## src/rtl/pim_pkg.sv

```systemverilog
// Shared constants and helpers for the PIM MAC array.
package pim_pkg;

    // FSM state encodings
    localparam logic [0:0] IDLE = 1'b0;
    localparam logic [0:0] MAC  = 1'b1;

    // Saturation result: clip flag plus the clipped value (64-bit container)
    typedef struct packed {
        logic        clipped;
        logic [63:0] value;
    } sat_t;

    // Internal accumulator width: OW headroom for chained seeds plus the
    // full-precision sum of n_ch products, plus one guard bit.
    function automatic int acc_width(input int ow, input int dw, input int n_ch);
        return ow + 2 * dw + $clog2(n_ch) + 1;
    endfunction

    // Clip a signed value (at most 64 bits) to the signed range of ow bits
    function automatic sat_t sat_signed(input logic signed [63:0] acc, input int ow);
        logic signed [63:0] hi;
        logic signed [63:0] lo;
        sat_t               r;
        hi = (64'sd1 <<< (ow - 1)) - 64'sd1;
        lo = -(64'sd1 <<< (ow - 1));
        if (acc > hi) begin
            r.clipped = 1'b1;
            r.value   = hi;
        end else if (acc < lo) begin
            r.clipped = 1'b1;
            r.value   = lo;
        end else begin
            r.clipped = 1'b0;
            r.value   = acc;
        end
        return r;
    endfunction

endpackage

```

## src/rtl/pim_weight_mem.sv

```systemverilog
// Weight storage: DEPTH rows of N_CH signed words, one write port,
// one combinational word-select read port, no reset.
module pim_weight_mem #(
    parameter int N_CH  = 4,
    parameter int DW    = 6,
    parameter int DEPTH = 8
) (
    input  logic                         clk,
    input  logic                         we,
    input  logic [$clog2(DEPTH)-1:0]     waddr,
    input  logic [N_CH*DW-1:0]           wdata,
    input  logic [$clog2(DEPTH)-1:0]     raddr,
    input  logic [$clog2(N_CH)-1:0]      idx,
    output logic signed [DW-1:0]         rdata
);

    logic [N_CH*DW-1:0] mem [DEPTH];

    // Synchronous row write
    always_ff @(posedge clk) begin
        if (we) begin
            mem[waddr] <= wdata;
        end
    end

    // Combinational word read from the selected row
    always_comb begin
        rdata = mem[raddr][idx*DW +: DW];
    end

endmodule

```

## src/rtl/pim_mac_array.sv

```systemverilog
// Processing-in-memory MAC: sequential signed dot product of data_in with
// one stored weight row, saturated to OW bits, optionally chained.
module pim_mac_array
    import pim_pkg::*;
#(
    parameter int N_CH  = 4,
    parameter int DW    = 6,
    parameter int DEPTH = 8,
    parameter int OW    = 16
) (
    input  logic                         clk,
    input  logic                         rst,
    input  logic                         write,
    input  logic                         read,
    input  logic                         acc_mode,
    input  logic [$clog2(DEPTH)-1:0]     addr,
    input  logic [N_CH*DW-1:0]           data_in,
    output logic                         busy,
    output logic                         valid_out,
    output logic signed [OW-1:0]         data_out,
    output logic                         sat,
    output logic                         collide
);

    localparam int AW    = $clog2(DEPTH);
    localparam int IW    = $clog2(N_CH);
    localparam int ACC_W = acc_width(OW, DW, N_CH);
    localparam logic [IW-1:0] LAST_IDX = IW'(N_CH - 1);

    logic [0:0]               state;
    logic [IW-1:0]            idx;
    logic [AW-1:0]            row;
    logic [N_CH*DW-1:0]       x_reg;
    logic signed [ACC_W-1:0]  acc;

    logic                     mem_we;
    logic signed [DW-1:0]     x_word;
    logic signed [DW-1:0]     w_word;
    logic signed [2*DW-1:0]   prod;
    logic signed [ACC_W-1:0]  sum;
    sat_t                     res;
    logic                     unused_hi;

    // Writes are accepted only in IDLE; a read+write collision still writes
    assign mem_we = (state == IDLE) && write;

    pim_weight_mem #(
        .N_CH  (N_CH),
        .DW    (DW),
        .DEPTH (DEPTH)
    ) u_mem (
        .clk   (clk),
        .we    (mem_we),
        .waddr (addr),
        .wdata (data_in),
        .raddr (row),
        .idx   (idx),
        .rdata (w_word)
    );

    // Current channel product and running sum including it
    always_comb begin
        x_word    = x_reg[idx*DW +: DW];
        prod      = x_word * w_word;
        sum       = acc + ACC_W'(prod);
        res       = sat_signed(64'(sum), OW);
        unused_hi = ^res.value[63:OW];
    end

    // Control FSM, channel sequencing and output registers
    always_ff @(posedge clk) begin
        if (rst) begin
            state     <= IDLE;
            idx       <= '0;
            row       <= '0;
            x_reg     <= '0;
            acc       <= '0;
            busy      <= 1'b0;
            valid_out <= 1'b0;
            data_out  <= '0;
            sat       <= 1'b0;
            collide   <= 1'b0;
        end else begin
            valid_out <= 1'b0;
            collide   <= 1'b0;
            case (state)
                IDLE: begin
                    if (read && write) begin
                        collide <= 1'b1;
                    end else if (read) begin
                        x_reg <= data_in;
                        row   <= addr;
                        idx   <= '0;
                        acc   <= acc_mode ? ACC_W'(data_out) : '0;
                        busy  <= 1'b1;
                        state <= MAC;
                    end
                end
                MAC: begin
                    acc <= sum;
                    if (idx == LAST_IDX) begin
                        data_out  <= res.value[OW-1:0];
                        sat       <= res.clipped;
                        valid_out <= 1'b1;
                        busy      <= 1'b0;
                        state     <= IDLE;
                    end else begin
                        idx <= idx + 1'b1;
                    end
                end
                default: state <= IDLE;
            endcase
        end
    end

endmodule

```

## config.mk

```make
export PLATFORM = sky130hd
export DESIGN_NAME = pim_mac_array
export DESIGN_NICKNAME = d
export VERILOG_FILES = /design/src/rtl/pim_pkg.sv /design/src/rtl/pim_weight_mem.sv /design/src/rtl/pim_mac_array.sv
export SDC_FILE = /design/constraint.sdc
export NUM_CORES = 1
export LEC_CHECK = 0
export CORE_ASPECT_RATIO = 0.7
export CORE_MARGIN = 2
export CORE_UTILIZATION = 30
export CTS_BUF_LIST = sky130_fd_sc_hd__clkbuf_16
export DETAILED_ROUTE_END_ITERATION = 10
export GPL_ROUTABILITY_DRIVEN = 0
export PLACE_DENSITY = 0.45
export SYNTH_ARGS = -nofsm -noshare
export SYNTH_HDL_FRONTEND = slang
export SYNTH_SLANG_ARGS = --single-unit
```

## constraint.sdc

```tcl
create_clock -name clk -period 25.8 [get_ports clk]
set_clock_uncertainty 0.2 [all_clocks]
set_input_delay 7.74 -clock clk [delete_from_list [all_inputs] [get_ports clk]]
set_output_delay 7.74 -clock clk [all_outputs]
set_load 0.01 [all_outputs]
```

======== Word level (Yosys, flattened, before mapping) ========
Memory sizes are Yosys's and may differ from the RTL's. A register that Yosys moved wholly into a read port is not among the register bits.
Index checks and enable logic that the tools add are counted.
operators by class
  multipliers ............................. 2
  eq/ne operators ......................... 5
  reductions and logical operators ........ 9
  bitwise operators ....................... 2
  shifts and indexed selects .............. 2
  add/subtract/negate cells ............... 2
  order comparisons ....................... 2
  mux-type cells .......................... 24
operator list
  operator              count
  $mux 65               2
  $mux 31               3
  $pmux 31 s2           1
  $shiftx 24x6->6       2
  $add 31x12->31        1
  $gt 31x16->1 const B  1
  $lt 31x16->1 const B  1
  $mul 6x6->12          1
  $mux 1                10
  $reduce_and 3->1      3
  $mux 2                3
  $mux 3                2
  $ne 2x2->1 const B    3
  $mul 2x2->4 const B   1
  $pmux 1 s2            2
  $pmux 2 s2            1
  $reduce_and 2->1      2
  $reduce_or 2->1       2
  $add 2x1->2 const B   1
  $eq 2x2->1 const B    1
  $logic_and 1x1->1     2
  $ne 2x1->1 const B    1
  $not 1->1             2
storage, ports and cells
  input bits .............................. 32
  bits in writable memories ............... 192
  memories ................................ 1
  output and inout bits ................... 20
  register bits ........................... 81
memory list
  name       words  width  read ports  clocked after Yosys merged registers in  wr ports  RTL line              text
  u_mem.mem  8      24     1           1                                        1         pim_weight_mem.sv:17  logic [N_CH*DW-1:0] mem [DEPTH];

======== Logic depth before layout (Yosys ltp) ========
Gate-level depths: netlist of the first run.
  depth in word-level cells ............... 7
  depth in mapped cells ................... 27
  gate-level depth less buffers ........... 24

======== By module ========
A second synthesis of the first run with hierarchy kept.
second synthesis, totals
  cell total of the unflattened synthesis .. 1200
  area, all modules ....................... 15048.2 um^2
by module, submodules not included
  module          cells each  times used  area an instance (um^2)
  pim_mac_array   916         1           7731.2
  pim_weight_mem  284         1           7317.0

======== Worst setup path before layout of the first run ========
Ideal clock, no wire load.
  path kind ............................... input-to-reg
  from .................................... input addr[1]
  to ...................................... memory u_mem.mem[0][0] in the netlist's numbering, enable pin
  library setup time ...................... 435 ps
  arrival time ............................ 9843 ps
  stages on the path ...................... 2
  slack ................................... 15321 ps
  buffers on the path ..................... 0
  cell sequence ........................... or3_1 -> nor3_1
RTL lines
  what         RTL line              text
  from (decl)  pim_mac_array.sv:16   input logic [$clog2(DEPTH)-1:0] addr,
  to (decl)    pim_weight_mem.sv:17
Straight into the memory's write port.

==> results.py, run 1 <==
metrics = {
    "timing": {
        "tightest_slew_ns": 1.17,
        "fin_crit_ns": 10.09,
        "fmax_mhz": 99.1,
        "slew-limit-headroom_pct": 21.9,
        "hold_viol_final": 0,
        "setup-tns-final_ns": 0,
        "slew_viol_final": 0,
        "rsz0062_at_grt": "no",
        "period_share_pct": 39.1,
        "setup_violations": 0,
        "hold_ws_ns": 0.251,
    },
    "worst_setup_path": {
        "endpoint": "data_out[9]",
        "start_kind": "flip-flop",
        "arrival_ns": 10.39,
        "r2r_setup_slack_ns": 15.71,
        "cp_max_fo": 48,
        "required_ns": 26.10,
        "worstSetupPathType": "flip-flop to flip-flop",
        "r2r-end": "data_out[9]",
        "r2r_cells": 25,
        "end_kind": "flip-flop",
    },
    "detailed_routing": {
        "postRouteAntennaNets": 0,
        "first_pass_iters": 5,
        "postRouteWirelength_mm": 38.8,
        "routedWlPerCell_um": 20.1,
        "drt_iter0_markers": 933,
        "drc": 0,
        "viasPerCell": 4.96,
        "num_vias": 9562,
    },
    "power_and_ir_drop": {
        "power_mw": 1.45,
        "ir_drop_v": 0.0000547,
        "power_density_nw_per_um2": 83.6,
        "p_leak_nw": 6.48,
    },
    "logic_synthesis": {
        "synth-seq-cells": 276,
        "syn_inst": 1185,
        "yosysTopAreaCell": "edfxtp_1",
        "synthMuxAreaShare_pct": 10.6,
        "synth_area_um2": 15100,
        "synth_xor_area_share_pct": 1.45,
        "synth.most_common_cell": "edfxtp_1",
        "synth_simple_gate_area_share_pct": 8.39,
        "syn-num-nets": 1358,
        "syn_area_per_cell_um2": 12.7,
        "ys_seq_area_share_pct": 49.5,
        "synthArstFlopShare_pct": 0,
        "yosysWarnings": 0,
        "synthAdderAreaFrac_pct": 15.4,
        "synth_top_area_share_pct": 38.3,
        "synth_edf_count": 192,
        "ys_types": 83,
        "synth_top_family_by_area": "adder cells",
        "synth_commonest_cells": "192 x edfxtp_1, 161 x inv_1, 97 x nand2_1, 84 x dfxtp_1, 77 x nor2_1",
        "synth_compound_area_share_pct": 9.21,
        "synth_flop_cell": "edfxtp_1",
        "yosys-top-cells-area": "edfxtp_1 38%, dfxtp_1 11%, fa_1 9.7%",
    },
    "floorplan": {
        "die_area_um2": 52000,
        "initial_utilization_pct": 30.5,
        "io_pins": 52,
        "row_count": 68,
        "die_y_um": 191,
        "core_um2": 49400,
        "dieWidth_um": 272,
    },
    "place": {
        "dp_cells": 1873,
        "hpwlAfterDp_mm": 27.2,
        "io_buffer_count": 51,
    },
    "final_layout": {
        "diodes": 0,
        "largest_reg_flops": 192,
        "fin_util_pct": 35.1,
        "drive_above_1_share_pct": 14.6,
        "area_growth_pct": 15.2,
        "nets": 1413,
        "n_fill_cell": 4817,
        "stdcell_count": 1928,
    },
    "flow_run": {
        "maxCapViolCount": 0,
    },
    "global_route": {
        "first_global_vias": 9835,
        "grt_use_met2_pct": 21.9,
        "globalRouteOverflowTotal": 0,
        "globalRouteMet1Util_pct": 23.9,
        "grt_pass1_wl_mm": 60.8,
        "grt_max_degree": 69,
        "antenna_found_initial": 0,
        "grt_usage_pct": 15.3,
        "use_met3_pct": 2.71,
        "grt-busiest-layer": "met1",
    },
    "cts": {
        "cts_resized": 0,
        "clock_latency_ns": 0.58,
        "cts_buffer_depth": 3,
        "cts.sinks": 276,
        "cts_tree": "built",
        "cts.clk_slew.worst_paths_ns": 0.06,
        "root_buffer": "clkbuf_16",
        "htreeDepth": 1,
        "numCtsBuffers": 30,
        "hold_buffers": 0,
        "post-cts-setup-buffers": 0,
    },
    "worst_hold_path": {
        "hold_class": "flip-flop to flip-flop",
    },
    "run_status": {
        "status": "finished clean",
    },
}
## worst min-delay path by stage
stage	start	to	cells past startpoint
6_report	row[0]	flip-flop	2
2_1_floorplan	x_reg[10]	x_reg[10]	2
3_3_place_gp	row[0]	flip-flop	2
4_1_cts	row[0]	flip-flop	2
5_1_grt	row[0]	flip-flop	2
3_5_place_dp	row[0]	flip-flop	2
## final cells by class
class	instances	area (um2)	area share (%)
timing repair buffer	72	663	3.82
inverter	161	604	3.48
clock inverter	25	239	1.38
multi-input combinational	699	6810	39.2
clock buffer	30	751	4.33
sequential	276	7450	43.0
tap	665	832	4.80
## worst max-delay path: stages, from the launching register on
cell and delay (ns):
dfxtp_4 0.33, buf_4 0.75, mux4_2 0.60, mux4_2 0.51, mux2i_1 0.45, nand2b_1 0.28
inv_1 0.08, fa_1 0.48, inv_1 0.23, fa_1 0.79, inv_1 0.62, fa_1 0.68
inv_1 0.06, fa_1 0.53, inv_1 0.04, ha_1 0.39, a21oi_1 0.41, o21ai_0 0.22
or2_2 0.34, a211oi_1 0.22, nor2_1 0.15, xnor2_1 0.24, nor4_2 0.34, nand3_2 0.16
a21boi_2 0.60, a221o_1 0.26
## per-stage QoR
| stage | worst slack [ns] | cell area, um2 |
|---|---|---|
| 2_1_floorplan | 15.32 | 15100 |
| 4_1_cts | 15.59 | 17300 |
| 5_1_grt | 14.92 | 17300 |
| 3_3_place_gp | 15.41 | 16400 |
| 6_report | 15.71 | 17300 |
| 3_5_place_dp | 15.42 | 16400 |
## metal layers
metal  wire (um)  vias to the layer above
met5           0                        -
met1       20100                     4883
met4         661                        0
met2       15800                      255
li1            -                     4379
met3        2240                       45
## power breakdown
group	switching (mW)	leakage, nW	internal [mW]	total, mW
Clock	0.184	0.497	0.252	0.436
Sequential	0.00984	2.42	0.490	0.500
Combinational	0.327	3.56	0.188	0.515
## logic make-up (layout without fill, tap and decap cells)
group	after synthesis	in the layout
flip-flops	276	276
AND/OR/NAND/NOR	261	261
buffers and inverters	210	288
AO/OA/AOI/OAI	195	195
adder cells (fa/ha/maj)	141	141
multiplexers	78	78
XOR/XNOR	24	24
## placed cells by master (no fill, tap or decap), types with 5 or more instances in the layout
| master | n |
|---|---|
| nor3_1 | 8 |
| nor2b_1 | 10 |
| nand2_1 | 97 |
| clkinv_2 | 8 |
| a221oi_1 | 8 |
| dfxtp_1 | 81 |
| mux2i_1 | 8 |
| a221o_1 | 10 |
| buf_4 | 21 |
| inv_1 | 164 |
| xor2_1 | 8 |
| o211ai_1 | 6 |
| clkbuf_16 | 30 |
| nand3_1 | 7 |
| a222oi_1 | 14 |
| nor2_2 | 6 |
| a211oi_1 | 9 |
| mux4_2 | 64 |
| fa_1 | 73 |
| o21a_1 | 7 |
| nor2_1 | 71 |
| clkinv_1 | 5 |
| nand4_1 | 5 |
| and2_1 | 9 |
| ha_1 | 68 |
| edfxtp_1 | 192 |
| or3_1 | 6 |
| o21ai_0 | 21 |
| xnor2_1 | 15 |
| a21o_1 | 8 |
| a21oi_1 | 68 |
| nand2b_1 | 11 |
| clkdlybuf4s50_1 | 50 |
| mux2_2 | 6 |
No activity file was read; power rests on OpenSTA's default activity.
==> inputs of run 2 (changes only) <==
- PLACE_DENSITY: 0.45 -> 0.46
- clock period: 25.8 -> 9.2 ns (I/O delays scaled with it)
==> run 2 against run 1 <==
  * Non-clock buffer count is 20 higher
  * Die area did not move
  * Largest power group unchanged
  * Via count is essentially flat
  * Sequential power grew to 2.8 times the previous value
  * Clock power grew to 2.8 times the previous value
  * Global-route usage is essentially flat
  * Design area up 0.95%
  * Critical path type unchanged
  * Critical path depth grew 3
  * Combinational power rose to 2.9 times the previous value
==> results.py, run 2 (synthesized netlist as in run 1, its figures left out) <==
metrics = {
    "place": {
        "dp_slack_ns": 0.175,
        "hpwlAfterDp_mm": 28.1,
        "io_buffer_count": 51,
        "placed_cell_area_um2": 16500,
        "dp_cells": 1889,
    },
    "cts": {
        "root_buffer": "clkbuf_16",
        "numCtsBuffers": 29,
        "cts.clk_slew.worst_paths_ns": 0.07,
        "cts_tree": "built",
        "cts.sinks": 276,
        "htreeDepth": 1,
        "clock_latency_ns": 0.57,
        "cts_buffer_depth": 3,
    },
    "power_and_ir_drop": {
        "switching_share_pct": 35.6,
        "power.share.sequential_pct": 34.2,
        "power_mw": 4.09,
        "combPwrFrac_pct": 36.6,
        "ir_drop_v": 0.000141,
        "p_int_mw": 2.63,
        "power_density_nw_per_um2": 234,
        "p_clk_share_pct": 29.2,
        "switchingPower_mw": 1.46,
        "p_leak_nw": 6.56,
    },
    "run_status": {
        "status": "finished clean",
    },
    "floorplan": {
        "die_area_um2": 52000,
        "die_y_um": 191,
        "core_um2": 49400,
        "initial_utilization_pct": 30.5,
        "row_count": 68,
        "dieWidth_um": 272,
        "io_pins": 52,
    },
    "worst_setup_path": {
        "arrival_ns": 8.74,
        "required_ns": 9.46,
        "max_stage_delay_ns": 0.61,
        "end_kind": "flip-flop",
        "r2r_cells": 28,
        "cpMaxStageDelayCell": "fa_1",
        "cp_max_fo": 16,
        "worstSetupPathType": "flip-flop to flip-flop",
        "start_kind": "flip-flop",
    },
    "timing": {
        "period_share_pct": 92.1,
        "hold_ws_ns": 0.254,
        "setup_violations": 0,
        "hold_viol_final": 0,
        "setup_slack_ns": 0.725,
        "fmax_mhz": 118,
        "fin_crit_ns": 8.48,
        "rsz0062_at_grt": "no",
        "setup-tns-final_ns": 0,
        "slew_viol_final": 0,
        "slew-limit-headroom_pct": 17.7,
        "tightest_slew_ns": 1.23,
    },
    "global_route": {
        "globalRouteOverflowTotal": 0,
        "antenna_found_initial": 0,
        "grt_max_degree": 40,
        "grt_usage_pct": 15.3,
        "grt_pass1_wl_mm": 60.4,
        "first_global_vias": 9797,
    },
    "final_layout": {
        "largest_reg_flops": 192,
        "n_fill_cell": 4817,
        "seq_area_um2": 7450,
        "multi_input_area_um2": 6810,
        "drive_above_1_share_pct": 15.8,
        "final_cell_mix": "192 x edfxtp_1, 163 x inv_1, 97 x nand2_1, 81 x dfxtp_1, 73 x fa_1",
        "final_common_cell": "edfxtp_1",
        "stdcell_count": 1947,
        "area_growth_pct": 16.3,
        "final_area_um2": 17500,
        "nets": 1432,
        "fin_util_pct": 35.4,
        "diodes": 0,
    },
    "detailed_routing": {
        "viasPerCell": 4.91,
        "first_pass_iters": 5,
        "drt_iter0_markers": 863,
        "num_vias": 9561,
        "postRouteWirelength_mm": 38.8,
        "routedWlPerCell_um": 19.9,
        "postRouteAntennaNets": 0,
        "drc": 0,
    },
    "worst_hold_path": {
        "hold_path_depth": 2,
        "hold_class": "flip-flop to flip-flop",
    },
    "flow_run": {
        "maxCapViolCount": 0,
    },
}
run 2: cell types whose count changed in the layout (fill, tap and decap cells not counted), moves of 2 or more:
cell | before | now
clkinvlp_4 | 2 | 4
clkinv_2 | 8 | 4
inv_6 | 1 | 3
clkinv_1 | 5 | 8
buf_12 | 0 | 3
buf_4 | 21 | 38
run 2: per-layer routing:
metal | wire, um | track usage, % | up-vias
met5 | 0 | 0 | -
met4 | 555 | 2.70 | 0
met3 | 1930 | 2.22 | 35
met2 | 15800 | 21.8 | 206
met1 | 20500 | 24.5 | 4902
li1 | - | - | 4418
run 2: worst paths after layout:
| check | slack [ns] | end | start |
|---|---|---|---|
| min reg2reg | 0.25 | flip-flop | row[1] |
| max | 0.72 | data_out[7] | flip-flop |
| min | 0.25 | flip-flop | row[1] |
| max reg2reg | 0.72 | data_out[7] | flip-flop |
run 2: timing repair:
item,CTS,global route
buffers inserted,0,4
endpoints found under the setup margin,0,11
gates resized for setup,0,2
hold buffers,0,0
run 2: area by class of cell:
class	instances	share of cell area, %
clock buffers	29	4.14
clock inverters	25	1.31
inverters	161	3.47
multi-input cells	699	38.9
flip-flops and latches	276	42.6
well taps	665	4.75
repair buffers	92	4.86
run 2: critical path, delay by kind of cell, from the launching register on:
family | cells | cell delay [ns]
AO/OA/AOI/OAI | 6 | 1.19
multiplexers | 3 | 1.34
AND/OR/NAND/NOR | 5 | 1.26
flip-flops | 1 | 0.55
buffers and inverters | 9 | 1.36
adder cells (fa/ha/maj) | 5 | 2.43
run 2: power by group through the flow:
stage / sequential [mW] / clock (mW) / combinational [mW]
detailed placement: 1.43 / 0 / 1.47
finish: 1.40 / 1.20 / 1.50
floorplan: 1.42 / 0 / 1.09
CTS: 1.40 / 1.23 / 1.48
global placement: 1.43 / 0 / 1.47
global route: 1.41 / 1.28 / 1.68
==> inputs of run 3 (changes only) <==
- CORE_UTILIZATION: 30 -> 56
- PLACE_DENSITY: 0.46 -> 0.77
- clock period: 9.2 -> 7.4 ns (I/O delays scaled with it)
==> run 3 against run 2 <==
  * The run now ends with negative setup slack left
  * Die area down 46%
  * Final cell count down 9.0%
  * Worst hold slack got worse by 0.0060 ns
  * Critical path depth stayed put
  * Maximum frequency is 6.6% higher
==> results.py, run 3 (synthesized netlist as in run 1, its figures left out) <==
metrics = {
    "run_status": {
        "status": "finished, violations left",
        "violations": "negative setup slack",
    },
    "cts": {
        "cts_buffer_depth": 3,
        "hold_buffers": 0,
        "cts.clk_slew.worst_paths_ns": 0.07,
        "cts.sinks": 276,
        "cts_tree": "built",
        "numCtsBuffers": 26,
        "clock_latency_ns": 0.55,
        "htreeDepth": 1,
        "root_buffer": "clkbuf_16",
    },
    "detailed_routing": {
        "postRouteWirelength_mm": 39.4,
        "drc": 0,
        "num_vias": 10700,
        "viasPerCell": 6.04,
        "postRouteAntennaNets": 0,
        "drt_iter0_markers": 1107,
        "first_pass_iters": 5,
        "routedWlPerCell_um": 22.2,
    },
    "worst_hold_path": {
        "hold_class": "flip-flop to flip-flop",
        "hold_start": "row[1]",
    },
    "timing": {
        "setup_slack_ns": -0.552,
        "period_share_pct": 107,
        "fmax_mhz": 126,
        "tightest_slew_ns": 1.11,
        "setup-tns-final_ns": -8.30,
        "setup_violations": 17,
        "fin_crit_ns": 7.95,
        "slew-limit-headroom_pct": 25.7,
        "hold_ws_ns": 0.248,
        "slew_viol_final": 0,
        "rsz0062_at_grt": "yes",
        "hold_viol_final": 0,
    },
    "global_route": {
        "first_global_vias": 10800,
        "grt_max_degree": 45,
        "antenna_found_initial": 0,
        "grt_pass1_wl_mm": 60.0,
        "grt_usage_pct": 28.1,
        "globalRouteOverflowTotal": 0,
    },
    "floorplan": {
        "dieWidth_um": 200,
        "die_area_um2": 28200,
        "core_um2": 26600,
        "io_pins": 52,
        "initial_utilization_pct": 56.6,
        "row_count": 50,
        "die_y_um": 141,
    },
    "final_layout": {
        "stdcell_count": 1772,
        "multi_input_area_um2": 7370,
        "nets": 1561,
        "area_growth_pct": 24.9,
        "diodes": 0,
        "drive_above_1_share_pct": 29.0,
        "final_common_cell": "edfxtp_1",
        "largest_reg_flops": 192,
        "final_cell_mix": "192 x edfxtp_1, 162 x inv_1, 146 x buf_4, 94 x nand2_1, 82 x dfxtp_1",
        "n_fill_cell": 1724,
        "seq_area_um2": 7450,
    },
    "power_and_ir_drop": {
        "p_clk_share_pct": 22.9,
        "combPwrFrac_pct": 47.3,
        "switchingPower_mw": 2.10,
        "p_int_mw": 3.72,
        "p_leak_nw": 7.36,
        "ir_drop_v": 0.000185,
        "power_mw": 5.82,
        "power.share.sequential_pct": 29.9,
        "power_density_nw_per_um2": 309,
        "switching_share_pct": 36.0,
    },
    "worst_setup_path": {
        "worstSetupPathType": "flip-flop to flip-flop",
        "arrival_ns": 8.19,
        "cp_max_fo": 10,
        "required_ns": 7.64,
        "end_kind": "flip-flop",
        "cp_common_cell": "buf_12",
        "start_kind": "flip-flop",
        "cpMaxStageDelayCell": "fa_2",
        "max_stage_delay_ns": 0.62,
    },
    "place": {
        "dp_cells": 1704,
        "hpwlAfterDp_mm": 26.5,
        "io_buffer_count": 51,
    },
    "flow_run": {
        "maxCapViolCount": 0,
    },
}
-- run 3: cell count changes in the layout (fill, tap and decap cells not counted), moves of 7 or more --
cell,before,now
nor2_1,71,63
ha_4,0,10
buf_6,0,8
clkinv_1,8,1
buf_4,38,146
a21oi_1,68,52
ha_1,68,58
a211oi_1,9,2
buf_12,3,14
nor2_2,6,13
a21oi_2,3,14
inv_2,0,7
-- run 3: stage by stage --
stage	setup WS, ns	cell area (um2)	util, %
after global routing	-0.742	18800	70.7
after floorplan	-0.292	15300	-
after CTS	-0.335	18400	69.2
after detailed placement	-0.842	17300	64.9
final	-0.552	18800	70.7
after global placement	-0.659	17300	64.9
-- run 3: path summary, 6_finish.rpt --
kind,to,slack [ns],cells past startpoint
worst max-delay path,sat,-0.55,28
worst min-delay path,flip-flop,0.25,2
worst max register to register,sat,-0.55,28
worst min register to register,flip-flop,0.25,2
-- run 3: repair_timing --
item	CTS	global route
gates cloned	2	1
pin swaps	15	23
setup endpoints to repair	18	25
gates resized for setup	30	62
endpoints found under the hold margin	0	0
setup buffers	8	9
-- run 3: layer usage --
metal	vias to the layer above	routed length [um]	share of wire [%]	track usage (%)
met2	542	18000	46	43.3
met4	0	996	2.5	6.47
li1	4681	-	-	-
met1	5388	16900	43	41.8
met3	85	3500	8.9	5.38
met5	-	0	0	0
-- run 3: critical path: cells and delay by family (launching register included) --
kind            cells  cell delay, ns
simple gates        6            1.23
compound gates      4            1.00
mux                 3            1.31
flops               1            0.38
xor+xnor            1            0.25
fa+ha+maj           5            2.45
buf+inv             9            0.98
-- run 3: power groups by stage --
stage          clock network, mW  logic [mW]  registers (mW)
2_1_floorplan                  0        1.47            1.76
5_1_grt                     1.40        2.96            1.74
3_5_place_dp                   0        2.38            1.77
6_report                    1.33        2.75            1.74
4_1_cts                     1.34        2.48            1.74
3_3_place_gp                   0        2.31            1.77
-- run 3: area by class of cell --
class                      count  area share (%)
clock buffer                  27            3.59
clock inverter                21           0.825
inverter                     161            3.23
multi-input combinational    699            39.2
sequential                   276            39.6
tap                          364            2.42
timing repair buffer         224            11.1
